===== src/rtl/emergency_request_arbiter.sv =====
// ============================================================================
// emergency_request_arbiter: synchronizes and debounces four siren-detector
// requests, then grants one direction round-robin through IDLE/ACTIVE/HOLD/
// COOLDOWN. Optional macro EMG_TIMEOUT_EN adds an ACTIVE time limit with fault.
// Revision: 1.0
// ============================================================================
`default_nettype none

module emergency_request_arbiter #(
    parameter int DEBOUNCE_CYCLES  = 4,
    parameter int HOLD_CYCLES      = 8,
    parameter int COOLDOWN_CYCLES  = 4,
    parameter int MAX_GRANT_CYCLES = 64
) (
    input  logic       clk,
    input  logic       reset,
    input  logic [3:0] req_raw,
    output logic       emergency,
    output logic [1:0] emg_dir,
    output logic       fault
);

    localparam int DB_W   = $clog2(DEBOUNCE_CYCLES + 1);
    localparam int HOLD_W = $clog2(HOLD_CYCLES + 1);
    localparam int COOL_W = $clog2(COOLDOWN_CYCLES + 1);

    localparam logic [DB_W-1:0]   DB_LAST   = DB_W'(DEBOUNCE_CYCLES - 1);
    localparam logic [HOLD_W-1:0] HOLD_LAST = HOLD_W'(HOLD_CYCLES - 1);
    localparam logic [COOL_W-1:0] COOL_LAST = COOL_W'(COOLDOWN_CYCLES - 1);

    localparam logic [1:0] IDLE     = 2'd0;
    localparam logic [1:0] ACTIVE   = 2'd1;
    localparam logic [1:0] HOLD     = 2'd2;
    localparam logic [1:0] COOLDOWN = 2'd3;

    if (DEBOUNCE_CYCLES < 1 || DEBOUNCE_CYCLES > 255 ||
        HOLD_CYCLES < 1 || HOLD_CYCLES > 255 ||
        COOLDOWN_CYCLES < 1 || COOLDOWN_CYCLES > 255 ||
        MAX_GRANT_CYCLES < 1) begin : g_bad_params
        $error("emergency_request_arbiter: parameter out of range");
    end

    logic [3:0]        sync_meta;
    logic [3:0]        sync_req;
    logic [3:0]        deb;
    logic [3:0]        avail;
    logic [1:0]        state;
    logic [1:0]        last_grant;
    logic [1:0]        pick;
    logic              pick_valid;
    logic              timeout_hit;
    logic [HOLD_W-1:0] hold_cnt;
    logic [COOL_W-1:0] cool_cnt;

    always_ff @(posedge clk or negedge reset) begin
        if (!reset) begin
            sync_meta <= 4'b0000;
            sync_req  <= 4'b0000;
        end else begin
            sync_meta <= req_raw;
            sync_req  <= sync_meta;
        end
    end

    // Any cycle where the synchronized bit agrees with the level restarts the count.
    for (genvar i = 0; i < 4; i++) begin : g_debounce
        logic [DB_W-1:0] cnt;
        logic            level;

        always_ff @(posedge clk or negedge reset) begin
            if (!reset) begin
                cnt   <= '0;
                level <= 1'b0;
            end else if (sync_req[i] == level) begin
                cnt <= '0;
            end else if (cnt >= DB_LAST) begin
                level <= sync_req[i];
                cnt   <= '0;
            end else begin
                cnt <= cnt + 1'b1;
            end
        end

        assign deb[i] = level;
    end

    always_comb begin
        pick       = last_grant;
        pick_valid = 1'b0;
        for (int k = 1; k <= 4; k++) begin
            if (!pick_valid && avail[last_grant + 2'(k)]) begin
                pick       = last_grant + 2'(k);
                pick_valid = 1'b1;
            end
        end
    end

`ifdef EMG_TIMEOUT_EN
    localparam int ACT_W = $clog2(MAX_GRANT_CYCLES + 1);
    localparam logic [ACT_W-1:0] ACT_LAST = ACT_W'(MAX_GRANT_CYCLES - 1);

    logic [ACT_W-1:0] active_cnt;
    logic [3:0]       mask;
    logic [3:0]       mask_next;

    assign timeout_hit = (state == ACTIVE) && (active_cnt >= ACT_LAST);
    assign avail       = deb & ~mask;

    // A timed-out direction stays masked until its debounced request falls.
    always_comb begin
        mask_next = mask & deb;
        if (timeout_hit) begin
            mask_next = mask_next | (4'b0001 << emg_dir);
        end
    end

    always_ff @(posedge clk or negedge reset) begin
        if (!reset) begin
            active_cnt <= '0;
            mask       <= 4'b0000;
            fault      <= 1'b0;
        end else begin
            if (state == ACTIVE && !timeout_hit) begin
                if (active_cnt < ACT_LAST) begin
                    active_cnt <= active_cnt + 1'b1;
                end
            end else begin
                active_cnt <= '0;
            end
            mask  <= mask_next;
            fault <= |mask_next;
        end
    end
`else
    assign timeout_hit = 1'b0;
    assign avail       = deb;
    assign fault       = 1'b0;
`endif

    always_ff @(posedge clk or negedge reset) begin
        if (!reset) begin
            state      <= IDLE;
            emergency  <= 1'b0;
            emg_dir    <= 2'b00;
            last_grant <= 2'b11;
            hold_cnt   <= '0;
            cool_cnt   <= '0;
        end else begin
            case (state)
                IDLE: begin
                    if (pick_valid) begin
                        state      <= ACTIVE;
                        emergency  <= 1'b1;
                        emg_dir    <= pick;
                        last_grant <= pick;
                    end
                end
                ACTIVE: begin
                    if (timeout_hit) begin
                        state     <= COOLDOWN;
                        emergency <= 1'b0;
                        emg_dir   <= 2'b00;
                        cool_cnt  <= '0;
                    end else if (!deb[emg_dir]) begin
                        state    <= HOLD;
                        hold_cnt <= '0;
                    end
                end
                HOLD: begin
                    if (deb[emg_dir]) begin
                        state    <= ACTIVE;
                        hold_cnt <= '0;
                    end else if (hold_cnt >= HOLD_LAST) begin
                        state     <= COOLDOWN;
                        emergency <= 1'b0;
                        emg_dir   <= 2'b00;
                        cool_cnt  <= '0;
                    end else begin
                        hold_cnt <= hold_cnt + 1'b1;
                    end
                end
                COOLDOWN: begin
                    if (cool_cnt >= COOL_LAST) begin
                        state <= IDLE;
                    end else begin
                        cool_cnt <= cool_cnt + 1'b1;
                    end
                end
                default: begin
                    state     <= IDLE;
                    emergency <= 1'b0;
                    emg_dir   <= 2'b00;
                end
            endcase
        end
    end

endmodule

`default_nettype wire


===== config.mk =====
export PLATFORM = sky130hd
export DESIGN_NAME = emergency_request_arbiter
export DESIGN_NICKNAME = d
export VERILOG_FILES = /design/src/rtl/emergency_request_arbiter.sv
export SDC_FILE = /design/constraint.sdc
export NUM_CORES = 1
export LEC_CHECK = 0
export CORE_ASPECT_RATIO = 1.1
export CORE_MARGIN = 4
export CORE_UTILIZATION = 45
export CTS_CLUSTER_DIAMETER = 150
export DETAILED_ROUTE_END_ITERATION = 16
export GPL_ROUTABILITY_DRIVEN = 0
export SLEW_MARGIN = 20
export SYNTH_ARGS = -nofsm -noshare
export SYNTH_HDL_FRONTEND = slang
export SYNTH_SLANG_ARGS = --single-unit
export TNS_END_PERCENT = 10

===== constraint.sdc =====
create_clock -name clk -period 5.4 [get_ports clk]
set_input_delay 1.08 -clock clk [delete_from_list [all_inputs] [get_ports clk]]
set_output_delay 1.08 -clock clk [all_outputs]
set_load 0.05 [all_outputs]

==> After elaboration in Yosys (flattened, before gate mapping) <==
Index checks and enable logic that the tools add are counted.
{ "op_classes": {"addsub": 9, "order_cmp": 11, "n_eq_ne": 15, "n_mux": 48, "bitwise": 4, "reduce_logical": 19} }
{ "ops": {"columns": ["op", "n"], "rows": [
  ["$mux 3", 11],
  ["$mux 2", 12],
  ["$add 3x1->3 const B", 5],
  ["$ge 3x2->1 const B", 5],
  ["$lt 2x3->1 const B", 5],
  ["$mux 1", 12],
  ["$mux 4", 3],
  ["$ne 2x2->1 const B", 6],
  ["$reduce_and 4->1", 3],
  ["$bmux 1 s2", 5],
  ["$reduce_and 2->1", 5],
  ["$pmux 2 s4", 1],
  ["$pmux 4 s2", 1],
  ["$ne 3x3->1 const B", 2],
  ["$pmux 3 s2", 1],
  ["$reduce_bool 2->1", 3],
  ["$add 2x2->2 const B", 2],
  ["$add 4x1->4 const B", 1],
  ["$eq 1x1->1", 4],
  ["$eq 2x2->1 const B", 2],
  ["$ge 4x3->1 const B", 1],
  ["$not 1->1", 4],
  ["$pmux 2 s2", 1],
  ["$logic_and 1x1->1", 3],
  ["6 further kinds", 8]
]} }
{ "totals": {"regBits": 38, "input_bits": 6, "output_inout_bits": 4, "wordCells": 122} }

==> Depth between registers and ports, before layout <==
{ "depth": {"ltp_word": 15, "ltp_mapped": 6, "mapped_depth_nobuf": 6} }

==> Worst setup path before layout <==
Ideal clock, no wire load.
{ "synth_timing": {"kind": "register to register", "from": "reg emg_dir[0]", "to": "reg hold_cnt[1]", "setup_ns": 0.122, "arrival_ns": 1.952, "t_required_ns": 5.278, "setup_slack_ns": 3.327, "stages_incl_launch_ff": 4, "n_path_buf": 0, "synth_period_minus_slack_ns": 2.073, "cell_sequence": "dfrtp_1 > mux4_2 > or3b_4 > a32o_1"} }
{ "synth_between": {"elab_chain_len": 4, "elab_cells_between_ends": 7, "classes_between": "eq/ne (2); mux (4); reduce/logical (1)"} }
{ "synth_rtl": {"columns": ["element", "line", "source"], "rows": [
  ["from (decl)", "19", "output logic [1:0] emg_dir,"],
  ["from (signal assigned)", "154", "emg_dir <= pick;"],
  ["$bmux 1 s2 *", "164, 170", null],
  ["$mux 1 (implied by the code) *", "164, 170", null],
  ["$ne 3x3->1 (no source line), or another cell as far along", null, null],
  ["$reduce_and 3->1 (no source line) or $pmux 4 s2 (tied branches)", null, null],
  ["to (signal assigned)", "179", "hold_cnt <= hold_cnt + 1'b1;"],
  ["to (decl)", "52", "logic [HOLD_W-1:0] hold_cnt;"]
]} }
Mark *: on every way between the ends. The rest lies on a longest branch, timed or not. The select of a mux whose other input is x is not followed.
A chain may end at the register's enable or synchronous reset.

==> Worst setup path after layout <==
{ "layout_timing": {"from": "reg emg_dir[1]", "to": "out emg_dir[1]"} }
No word-level cell between the ends.

==> flow_summary.ini <==
[outcome]
status = completed

[power]
report.power.total_uw = 1040
p_leak_uw = 0.000877
p_per_area_nw_per_um2 = 545
ir_worst_vdd_v = 0.000298

[sta]
finalCriticalPeriod_ps = 2590
relSlewSlack_pct = 45.8
setup_viol = 0
worstMarginPinSlew_ps = 813
rsz0062_at_grt = false
fmax_ghz = 0.386
fin_crit_sh_pct = 48.0
report.final.slew_viol_count = 0
fin_worst_skew_ps = 8.06
fin_tns_setup_ps = 0
hold_viol_final = 0
layout_setup_ws_ps = 2810

[global_routing]
grt_pass1_vias = 1120
antenna_found_initial = 0
grt_usage_pct = 13.2
grt_pass1_wl_mm = 4.80
grt-ovfl-total = 0
grt_max_degree = 39

[drt]
drt_wl_total_mm = 2.73
drc = 0
first_iter_violations = 28
vias_per_cell = 5.40
post_drt_wl_per_cell_um = 13.2
postRouteAntennaNets = 0
route.vias.total = 1118
drt_pass1_iterations = 4

[placed_design]
place_ws_ps = 3120
placed_area_um2 = 1830
hpwlAfterDp_mm = 1.96
dp_cells = 199
io_buffers = 8

[clock_network]
cts_setup_buffers = 0
cts_tree = done
clk_pin_slew_ps = 70
clock_sinks = 38
htree_levels = 2
clock_latency_ps = 280
clockBufferDepth = 2
cts_hold_buf = 0
cts_inserted_buffers = 5
cts-root-buf = clkbuf_8
ctsResizeCount = 0

[job]
maxCapViolations = 0

[final_layout]
drive_above_1_share_pct = 14.0
num-nets-final = 173
finalInstanceArea_um2 = 1910
num-fill-cells = 354
final_cells = 207
area_delta_synth_final_pct = 10.9
antenna_cells = 0

[worst_setup_path]
endpoint_kind = output port
path_delay_family = buffers and inverters
cp.arrival_ps = 1510
crit_fanout = 4
cp_num_buf_inv = 1
critPathRequiredTime_ps = 4320
crit_type = reg2out
worst_path_max_delay_cell = clkdlybuf4s50_1
cp_cell_sequence = clkdlybuf4s50_1
critPathLaunchType = register
crit_path_max_incr_delay_ps = 830

[worst_hold_path]
worstHoldPathType = reg2reg

[floorplan]
fp-row-count = 23
initial_core_util_pct = 46.8
dieArea_um2 = 4890
fp.dieW_um = 67.0
ios = 10
die_h_um = 72.9
core_area_um2 = 3680

[yosys]
syn_nets = 163
ys.flop_type = dfrtp_1
synth_seq_cells = 38
synthCells = 146
syn_area_um2 = 1730
synth.area.top_cells = dfrtp_1, ha_1, mux2_2
yosysSeqAreaShare_pct = 55.3
synth.avg_cell_area_um2 = 11.8
synth.largest_area_cell = dfrtp_1
synth_top_area_share_pct = 52.2
synth_cell_type_count = 45
netlist_top_cells_count = dfrtp_1, nor2_1, ha_1
yosysMostFrequentCell = dfrtp_1
synth_warnings = 0
async_reset_ff_share_pct = 100
synth_edf_count = 0
[cell type report]
| type | count | area, µm² | area share, % |
|---|---|---|---|
| clock buffers | 6 | 72.6 | 3.79 |
| clock inverters | 2 | 10.0 | 0.523 |
| inverters | 10 | 37.5 | 1.96 |
| multi-input cells | 93 | 702 | 36.7 |
| flip-flops and latches | 38 | 953 | 49.8 |
| well taps | 50 | 62.6 | 3.27 |
| repair buffers | 8 | 75.1 | 3.92 |
[layer usage]
layer | vias up | GRT usage [%] | wire [µm]
li1 | 534 | - | -
met5 | - | 0 | 0
met2 | 15 | 21.5 | 1390
met1 | 564 | 16.1 | 1190
met3 | 5 | 3.54 | 96
met4 | 0 | 6.08 | 48
[cells in the final DEF (no fill, tap or decap), drive strengths merged, types with 2 or more instances in the layout]
master,count
dfstp,2
xor2,3
dfrtp,36
nor3,3
clkinv,2
a211oi,4
inv,10
mux2,5
clkdlybuf4s50,7
nand3,3
nand2b,2
a21oi,4
clkbuf,6
nor3b,3
ha,11
nor2,12
nand2,8
a2111oi,2
and3,4
o21ai,7
[through the flow]
step	hold slack, ps	util (%)
2_1_floorplan	331	-
3_3_place_gp	337	49.7
3_5_place_dp	339	49.7
4_1_cts	357	51.9
5_1_grt	370	51.9
6_report	354	51.9
[flip-flops by register name, summed over array words and instances (netlist names)]
name / flops
g_debounce.cnt: 12
cool_cnt: 3
sync_meta: 4
hold_cnt: 4
sync_req: 4
last_grant: 2
emg_dir: 2
g_debounce.level: 4
emergency: 1
state: 2
[where the power goes]
group          leakage, µW  switching, µW  internal [µW]  total, µW
Clock            0.0000450           89.3           89.3        179
Combinational     0.000364            196            186        381
Sequential        0.000468            102            380        482
Total             0.000877            387            655       1040
[worst paths after layout]
check / from / endpoint / slack [ps] / cells past startpoint
setup reg to reg: g_debounce[3].level / hold_cnt[1] / 3510 / 3
min in group asynchronous: reset / g_debounce[0].cnt[2] / 890 / 1
hold / removal: sync_meta[2] / sync_req[2] / 350 / 0
max in group asynchronous: reset / emergency / 3990 / 1
setup / recovery: emg_dir[1] / emg_dir[1] / 2810 / 1
hold reg to reg: sync_meta[2] / sync_req[2] / 350 / 0
[cells by family after synthesis]
kind of cell | share of synthesized area [%]
buffers and inverters | 4.06
XOR/XNOR | 2.03
AND/OR/NAND/NOR | 13.4
multiplexers | 5.15
adder cells (fa/ha/maj) | 7.98
other | 0.217
flip-flops | 55.3
AO/OA/AOI/OAI | 11.9
(Power assumes the default switching activity.)
